==> config.mk <==
export PLATFORM = sky130hd
export DESIGN_NAME = seq_divider_flat
export DESIGN_NICKNAME = d
export VERILOG_FILES = /design/src/rtl/seq_divider_pkg.sv /design/src/rtl/seq_divider_if.sv /design/src/rtl/seq_divider_add_sub_unit.sv /design/src/rtl/seq_divider.sv /design/src/flat_wrapper.sv
export SDC_FILE = /design/constraint.sdc
export NUM_CORES = 1
export LEC_CHECK = 0
export ABC_AREA = 1
export CORE_UTILIZATION = 48
export DETAILED_ROUTE_END_ITERATION = 7
export GPL_TIMING_DRIVEN = 0
export MAX_ROUTING_LAYER = met4
export PLACE_DENSITY = 0.79
export SETUP_SLACK_MARGIN = 0.3
export SLEW_MARGIN = 25
export SYNTH_ARGS = -nofsm -noshare
export SYNTH_HDL_FRONTEND = slang
export SYNTH_SLANG_ARGS = --single-unit
export TNS_END_PERCENT = 10
==> constraint.sdc <==
create_clock -name clk -period 3.95 [get_ports clk]
set_input_delay 0.79 -clock clk [delete_from_list [all_inputs] [get_ports clk]]
set_output_delay 0.79 -clock clk [all_outputs]
set_load 0.02 [all_outputs]
==> src/rtl/seq_divider_pkg.sv <==
`default_nettype none
// +-----------------------------------------------------------------+
// | seq_divider_pkg : shared state encoding and default width.       |
// | Rev 1.0                                                          |
// +-----------------------------------------------------------------+
package seq_divider_pkg;

  localparam int DEF_WIDTH = 8;

  typedef enum logic [1:0] {
    ST_IDLE = 2'd0,
    ST_RUN  = 2'd1,
    ST_DONE = 2'd2
  } state_t;

endpackage
`default_nettype wire

==> src/rtl/seq_divider_if.sv <==
`default_nettype none
// +-----------------------------------------------------------------+
// | seq_divider_if : start/done handshake plus operands and results. |
// | Rev 1.0                                                          |
// +-----------------------------------------------------------------+
interface seq_divider_if
  import seq_divider_pkg::*;
#(
  parameter int WIDTH = DEF_WIDTH
);
  logic             start;
  logic [WIDTH-1:0] dividend;
  logic [WIDTH-1:0] divisor;
  logic             busy;
  logic             done;
  logic [WIDTH-1:0] quotient;
  logic [WIDTH-1:0] remainder;
  logic             div_by_zero;

  modport master (
    output start, dividend, divisor,
    input  busy, done, quotient, remainder, div_by_zero
  );

  modport slave (
    input  start, dividend, divisor,
    output busy, done, quotient, remainder, div_by_zero
  );
endinterface
`default_nettype wire

==> src/rtl/seq_divider_add_sub_unit.sv <==
`default_nettype none
// +-----------------------------------------------------------------+
// | add_sub_unit : N-bit ripple adder/subtractor (mode=1 subtracts). |
// | Rev 1.0                                                          |
// +-----------------------------------------------------------------+
module add_sub_unit #(
  parameter int N = 9
) (
  input  wire logic [N-1:0] a,
  input  wire logic [N-1:0] b,
  input  wire logic         mode,
  output logic      [N-1:0] sum,
  output logic              cout
);
  logic [N:0] carry;

  assign carry[0] = mode;

  generate
    for (genvar i = 0; i < N; i++) begin : g_bit
      logic b_eff;
      assign b_eff        = b[i] ^ mode;
      assign sum[i]       = a[i] ^ b_eff ^ carry[i];
      assign carry[i + 1] = (a[i] & b_eff) | (carry[i] & (a[i] ^ b_eff));
    end
  endgenerate

  assign cout = carry[N];
endmodule
`default_nettype wire

==> src/rtl/seq_divider.sv <==
`default_nettype none
// +-----------------------------------------------------------------+
// | seq_divider : restoring unsigned divider, one quotient bit/clock.|
// | Rev 1.0                                                          |
// +-----------------------------------------------------------------+
module seq_divider
  import seq_divider_pkg::*;
#(
  parameter int WIDTH = DEF_WIDTH
) (
  input  wire logic     clk,
  input  wire logic     rst,
  seq_divider_if.slave  bus
);
  localparam int CW = $clog2(WIDTH);

  state_t           state;
  state_t           state_next;
  logic [WIDTH-1:0] q;
  logic [WIDTH-1:0] r;
  logic [WIDTH-1:0] d;
  logic [CW-1:0]    count;
  logic [WIDTH-1:0] quotient;
  logic [WIDTH-1:0] remainder;
  logic             div_by_zero;

  logic [WIDTH:0]   r_shift;
  logic [WIDTH:0]   trial;
  logic [WIDTH:0]   r_next;
  logic [WIDTH-1:0] q_next;
  logic             no_borrow;
  logic             last;
  logic             zero_div;
  logic             unused_msb;

  // R never exceeds D after a step, so only its low WIDTH bits are kept;
  // the shifted value still needs WIDTH+1 bits to hold the dividend MSB.
  assign r_shift  = {r, q[WIDTH-1]};
  assign r_next   = no_borrow ? trial : r_shift;
  assign q_next   = {q[WIDTH-2:0], no_borrow};
  assign last     = (count == CW'(WIDTH - 1));
  assign zero_div = (bus.divisor == '0);
  assign unused_msb = r_next[WIDTH];

  add_sub_unit #(
    .N (WIDTH + 1)
  ) u_trial (
    .a    (r_shift),
    .b    ({1'b0, d}),
    .mode (1'b1),
    .sum  (trial),
    .cout (no_borrow)
  );

  always_ff @(posedge clk) begin
    if (rst) state <= ST_IDLE;
    else     state <= state_next;
  end

  always_comb begin
    state_next = state;
    case (state)
      ST_IDLE: if (bus.start) state_next = zero_div ? ST_DONE : ST_RUN;
      ST_RUN:  if (last)      state_next = ST_DONE;
      ST_DONE:                state_next = ST_IDLE;
      default:                state_next = ST_IDLE;
    endcase
  end

  always_ff @(posedge clk) begin
    if (rst) begin
      q           <= '0;
      r           <= '0;
      d           <= '0;
      count       <= '0;
      quotient    <= '0;
      remainder   <= '0;
      div_by_zero <= 1'b0;
    end else begin
      case (state)
        ST_IDLE: begin
          if (bus.start) begin
            if (zero_div) begin
              quotient    <= '1;
              remainder   <= bus.dividend;
              div_by_zero <= 1'b1;
            end else begin
              q           <= bus.dividend;
              r           <= '0;
              d           <= bus.divisor;
              count       <= '0;
              div_by_zero <= 1'b0;
            end
          end
        end
        ST_RUN: begin
          q     <= q_next;
          r     <= r_next[WIDTH-1:0];
          count <= count + CW'(1);
          if (last) begin
            quotient  <= q_next;
            remainder <= r_next[WIDTH-1:0];
          end
        end
        default: ;
      endcase
    end
  end

  assign bus.busy        = (state == ST_RUN);
  assign bus.done        = (state == ST_DONE);
  assign bus.quotient    = quotient;
  assign bus.remainder   = remainder;
  assign bus.div_by_zero = div_by_zero;
endmodule
`default_nettype wire

==> src/flat_wrapper.sv <==
// flat-port wrapper written by rule: the top's interface ports become plain ports
module seq_divider_flat import seq_divider_pkg::*;
#(
  parameter int WIDTH = DEF_WIDTH
)
  (clk, rst, bus_start, bus_dividend, bus_divisor, bus_busy, bus_done, bus_quotient, bus_remainder, bus_div_by_zero);
  seq_divider_if #(.WIDTH(WIDTH)) bus_i ();
  input  wire logic clk;
  input  wire logic rst;
  input wire logic [$bits(bus_i.start)-1:0] bus_start;
  input wire logic [$bits(bus_i.dividend)-1:0] bus_dividend;
  input wire logic [$bits(bus_i.divisor)-1:0] bus_divisor;
  output wire logic [$bits(bus_i.busy)-1:0] bus_busy;
  output wire logic [$bits(bus_i.done)-1:0] bus_done;
  output wire logic [$bits(bus_i.quotient)-1:0] bus_quotient;
  output wire logic [$bits(bus_i.remainder)-1:0] bus_remainder;
  output wire logic [$bits(bus_i.div_by_zero)-1:0] bus_div_by_zero;
  assign bus_i.start = bus_start;
  assign bus_i.dividend = bus_dividend;
  assign bus_i.divisor = bus_divisor;
  assign bus_busy = bus_i.busy;
  assign bus_done = bus_i.done;
  assign bus_quotient = bus_i.quotient;
  assign bus_remainder = bus_i.remainder;
  assign bus_div_by_zero = bus_i.div_by_zero;
  seq_divider #(.WIDTH(WIDTH)) u_core (.clk(clk), .rst(rst), .bus(bus_i));
endmodule
* Word level (Yosys, flattened, before mapping)
Index checks and enable logic that the tools add are counted.
** Operators by class
- Add/subtract/negate cells :: 1
- Equality and inequality tests :: 7
- Bitwise logic cells :: 51
- Mux-type cells :: 23
- Reduce and logical (&&, ||, !) cells :: 8
** Operator list (count)
- 8-bit 2-to-1 mux :: 11
- 8-bit one-hot mux with 2 select lines :: 4
- 1-bit bitwise AND :: 16
- 1-bit bitwise XOR :: 15
- 1-bit NOT :: 11
- 1-bit OR :: 9
- 8-bit zero test :: 1
- 2-bit 2-to-1 mux :: 3
- 3-bit 2-to-1 mux :: 2
- 3-bit one-hot mux with 2 select lines :: 1
- 3-bit AND reduction :: 2
- 2-bit by 1-bit inequality test with 1-bit output, second input constant :: 2
- 2-bit inequality test, second input constant :: 2
- 2-bit one-hot mux with 2 select lines :: 1
- 2-bit AND reduction :: 2
- 4-bit AND reduction :: 1
- 3-bit by 1-bit adder with 3-bit output, second input constant :: 1
- 3-bit equality test, second input constant :: 1
- 2-bit by 1-bit equality test with 1-bit output, second input constant :: 1
- 2-bit equality test, second input constant :: 1
- 2-bit zero test :: 1
- 2-bit nonzero test :: 1
- 1-bit 2-to-1 mux :: 1
** Storage, ports and cells
- Input port bits :: 19
- Bits in registers :: 46
- Output and inout port bits :: 19

* Longest topological paths before layout
- Word-level depth :: 22
- Depth in mapped cells :: 19
- Mapped depth without buffers :: 18

* Hierarchy
Synthesis repeated with hierarchy kept, for this count alone.
** Second synthesis, totals
- Cells, all modules :: 442
- Area total of the unflattened synthesis :: 2767.7 µm²
** By module, submodules not included
- seq_divider :: times used 1, seq. area each 920.9 µm², cells each 378, area each 2389.8 µm²
- add_sub_unit :: times used 1, seq. area each 0.0 µm², cells each 64, area each 377.9 µm²

* Worst setup path after synthesis
No wires, ideal clock.
- Path kind :: register to register
- Start point :: register u_core.q[7]
- End point :: register u_core.remainder[0], in the netlist u_core.bus.remainder[0]
- Arrival time :: 3.625 ns
- Stages on the path, launching flop included :: 19
- Buffers on the path :: 1
- Required time :: 3.837 ns
- Library setup time :: 0.113 ns
- Period minus slack after synthesis :: 3.738 ns
- Slack :: 0.212 ns
- Cell sequence :: dfxtp_1 -> inv_1 -> ha_1 -> fa_1 -> fa_1 -> fa_1 -> fa_1 -> inv_1 -> fa_1 -> fa_1 -> inv_1 -> fa_1 -> clkbuf_1 -> nand2_2 -> nor2_1 -> o21ai_0 -> nand2_1 -> nor2_1 -> nor2_1
** Between the ends
- Longest elaborated chain between the ends :: 21
** RTL lines
- from (decl) :: line seq_divider.sv:19 : logic [WIDTH-1:0] q;
- from (signal assigned) :: line seq_divider.sv:88 : q <= bus.dividend;
- from (signal assigned) :: line seq_divider.sv:97 : q <= q_next;
- 1-bit bitwise AND or 1-bit bitwise XOR (tied branches) :: line seq_divider_add_sub_unit.sv:24, seq_divider_add_sub_unit.sv:23
- 1-bit OR :: line seq_divider_add_sub_unit.sv:24 : assign carry[i + 1] = (a[i] & b_eff) | (carry[i] & (a[i] ^ b_eff));
- 1-bit bitwise AND :: line seq_divider_add_sub_unit.sv:24
- 1-bit OR :: line seq_divider_add_sub_unit.sv:24
- 1-bit bitwise AND :: line seq_divider_add_sub_unit.sv:24
- 1-bit OR :: line seq_divider_add_sub_unit.sv:24
- 1-bit bitwise AND :: line seq_divider_add_sub_unit.sv:24
- 1-bit OR :: line seq_divider_add_sub_unit.sv:24
- [... 5 more ...]
- 1-bit OR :: line seq_divider_add_sub_unit.sv:24
- 1-bit bitwise AND :: line seq_divider_add_sub_unit.sv:24
- 1-bit OR :: line seq_divider_add_sub_unit.sv:24
- 1-bit bitwise AND :: line seq_divider_add_sub_unit.sv:24
- 1-bit OR :: line seq_divider_add_sub_unit.sv:24
- 8-bit 2-to-1 mux (*) :: line seq_divider.sv:39 : assign r_next = no_borrow ? trial : r_shift;
- 8-bit 2-to-1 mux (*) :: line seq_divider.sv:100 : if (last) begin
- 8-bit one-hot mux with 2 select lines (*) :: line seq_divider.sv:80 : case (state)
- to (signal assigned) :: line seq_divider.sv:85 : remainder <= bus.dividend;
- to (signal assigned) :: line seq_divider.sv:102 : remainder <= r_next[WIDTH-1:0];
- to (decl) :: line seq_divider.sv:24 : logic [WIDTH-1:0] remainder;
Mark *: on every way between the ends. The rest lies on a longest branch, timed or not. The select of a mux whose other input is x is not followed.
A chain may end at the register's enable or synchronous reset.

* Worst setup path after layout
Ends and elaborated chain as after synthesis.

==> results.tsv <==
stage	metric	value	unit
critical_path	CP Capture Type	flop	
die	Die Ht	72.8	um
clock_tree	deepest clock path buffer count	2	
finish	Finished Cell Area	0.00305	sq mm
pwr	Clk pwr share	24.3	%
placed_design	IO Port Bufs	37	
clock_tree	Inserted Clock Buffers	5	
route	Post-Route WL	5.81	mm
critical_path	CP bufs+invs	4	
route	highest routed layer	met4	
run_status	status	finished, final reports clean	
synthesis	Cell variety after synth	26	
synthesis	Yosys reg bits	46	
pwr	NetSw	0.428	mW
sta	post-route minimum period	3.65	ns
finish	area delta synth->final	26.9	%
critical_path	reg2reg path depth	18	
route	routed wl met2	2.79	mm
die	Cell Rows	25	
pwr	Sw Share	34.3	%
synthesis	syn avg cell area	7.10	sq um
route	vias	2242	
synthesis	Net Count, Synth	368	
pwr	Combinational Power Share	32.8	%
critical_path	Slowest cell on crit path	fa_2	
pwr	Seq pwr share	42.9	%
global_routing	first-pass GRT wire length	9.49	mm
sta	Slew Limit Headroom	51.9	%
sta	Final period util	92.4	%
synthesis	sequential share of the synthesized area	38.3	%
pwr	Static Leak	1.32	nW
critical_path	WS Path Type	reg -> reg	
route	Post-DRT Antenna Nets	0	
finish	post-route insts no fill	453	
route	Vias/cell	4.95	
global_routing	initial antenna violation count	0	
sta	RSZ-0062 raised after global routing	yes	
finish	footprint of the multi-input gates	0.00128	sq mm
clock_tree	Root Buffer	clkbuf_8	
worst_hold_path	Hold WC Path Type	reg -> reg	
clock_tree	TritonCTS clock tree	yes	
route	Met1 Routed Length	2.68	mm
finish	share of layout cells above drive strength 1	18.1	%
finish	Reg area	922	sq um
synthesis	cell count after synthesis	339	
sta	final setup vio count	0	
critical_path	critical-path maximum fanout	10	
finish	antenna cells	0	
placed_design	routability cong.	0.891	
die	Starting Density	50.3	%
clock_tree	Clk Latency, worst-skew pair	0.31	ns
sta	Final Hold Violating Endpoints	0	
die	Die Wd	72.8	um
placed_design	post-DP HPWL	4.15	mm
global_routing	vias in the first global route	2120	
die	io pins	38	
critical_path	Worst EP required	4.16	ns
clock_tree	Clock Sinks	46	
sta	Worst Tran Pin Value	0.721	ns
run	max-cap viol count	0	
placed_design	Post-Place Cells	443	
critical_path	critical path depth in cells	18	
sta	Max Freq	274	MHz
finish	most common cell after layout, fill and taps aside	nand2_1	
clock_tree	H-tree depth	2	
finish	Nets	414	
synthesis	Mapped Area	0.00241	sq mm
global_routing	Total GRT Usage	23.9	%
global_routing	largest net degree at the start of global routing	14	
placed_design	Placed Area	0.00286	sq mm
clock_tree	CTS clk-pin slew, worst paths	0.09	ns
global_routing	GR Overflow Total	0	
critical_path	nature of the critical path startpoint	flop	
critical_path	CP Data Arrival Time	3.86	ns
sta	Worst Skew	0.00932	ns
critical_path	CP cell instances	inv_1 > ha_1 > fa_2 > fa_2 > fa_2 > fa_2 > inv_2 > fa_2 > fa_2 > inv_1 > fa_2 > buf_8 > nand2_8 > nor2_1 > o21ai_2 > nand2_2 > nor2_1 > nor2_1	
die	Die Area	0.00530	sq mm
finish	most frequent cells in the layout	nand2_1, inv_1, dfxtp_1	
die	core area	0.00479	sq mm
pwr	cell-internal power	0.821	mW
route	WL/cell	12.8	um
finish	# fillers	408	
route	Met3 Wirelength	257	um
sta	final slew viol count	0	
clock_tree	CTS Hold Bufs	0	
route	drt drc	0	
route	Iteration-0 DRC Markers	126	
pwr	Peak VDD IR	0.000258	V
critical_path	Worst path most repeated cell	fa_2	
pwr	Pwr Density	409	mW/mm^2
finish	Layout Utilization	63.8	%
critical_path	Worst path top cell family by delay	adder cells	
synthesis	synth warn	0	
critical_path	max incr delay on CP	0.35	ns
worst_hold_path	hold path depth	2	
route	DR pass1 iterations	4	
## through the flow
stage | power (mW) | setup TNS [ns] | hold WS (ns) | worst slack (ns)
2_1_floorplan | 0.786 | 0 | 0.440 | 0.321
3_3_place_gp | 0.894 | -0.0732 | 0.436 | -0.0732
3_5_place_dp | 0.909 | -0.540 | 0.438 | -0.169
4_1_cts | 1.23 | 0 | 0.451 | 0.245
5_1_grt | 1.32 | 0 | 0.471 | 0.177
6_report | 1.25 | 0 | 0.450 | 0.300
## worst register-to-register path: stages, from the launching register on
cell	delay, ns
dfxtp_2	0.33
inv_1	0.05
ha_1	0.19
fa_2	0.34
fa_2	0.35
fa_2	0.34
fa_2	0.34
inv_2	0.07
fa_2	0.21
fa_2	0.19
inv_1	0.06
fa_2	0.35
buf_8	0.15
nand2_8	0.08
nor2_1	0.08
o21ai_2	0.19
nand2_2	0.09
nor2_1	0.10
nor2_1	0.05
## cells by family after synthesis
logic type                 share of synthesized area, %
adders and majority gates                          7.38
DFF                                                38.3
buffers and inverters                              11.6
AOI/OAI and AO/OA                                  11.9
and+or+nand+nor                                    30.8
## sequential cells by signal (all words and copies together), names as in the netlist
name / flops
u_core.d: 8
u_core.state: 2
u_core.q: 8
u_core.bus.quotient: 8
u_core.r: 8
u_core.bus.div_by_zero: 1
u_core.bus.remainder: 8
u_core.count: 3
## final cells by class
cell class | count | area share, %
inverter | 55 | 6.84
multi-input combinational | 225 | 41.9
timing repair buffer | 39 | 12.6
clock inverter | 1 | 0.164
clock buffer | 7 | 2.83
sequential | 46 | 30.2
buffer | 13 | 2.70
tap | 67 | 2.75
## path summary, 6_finish.rpt
path / slack, ns / end / from
setup / recovery: 0.30 / u_core.bus.remainder[0] / u_core.q[7]
hold / removal: 0.45 / u_core.bus.quotient[5] / u_core.bus.quotient[5]
setup reg to reg: 0.30 / u_core.bus.remainder[0] / u_core.q[7]
hold reg to reg: 0.45 / u_core.bus.quotient[5] / u_core.bus.quotient[5]
## power groups by stage
stage	clock, mW	sequential (mW)	combinational [mW]
3_5_place_dp	0	0.545	0.364
2_1_floorplan	0	0.565	0.221
3_3_place_gp	0	0.544	0.351
6_report	0.304	0.536	0.409
4_1_cts	0.306	0.536	0.393
5_1_grt	0.325	0.542	0.451
## synthesized netlist by cell type
cell      instances  share of area (%)
nor2_1           42                6.6
buf_1             1               0.16
nand2_2          13                3.4
nand3b_1          8                2.5
clkinv_1          1               0.16
nand2_4           2               0.94
buf_2             3               0.62
clkbuf_1          6               0.94
inv_2             2               0.31
inv_4             1               0.26
inv_1            51                8.0
nand3_1          18                3.7
buf_6             2               0.94
nor2_4            2               0.94
o21ai_0          14                2.9
a21oi_2           9                3.3
nor3_1            1               0.21
o21ai_1           1               0.21
nor2_2            2               0.52
fa_1              7                5.8
dfxtp_1          46                 38
buf_4             1               0.31
a21oi_1          25                5.2
o21a_1            1               0.31
nand2_1          77                 12
ha_1              3                1.6
## per-layer routing
layer	GRT usage [%]	up-vias
li1	-	1124
met5	-	-
met2	38.9	59
met3	4.01	9
met4	6.97	0
met1	30.6	1050
## repair_timing
action,CTS,global route
buffers inserted,1,1
gates resized for setup,19,13
pin swaps,5,6
setup endpoints to repair,18,11
No activity file was read; power rests on OpenSTA's default activity.
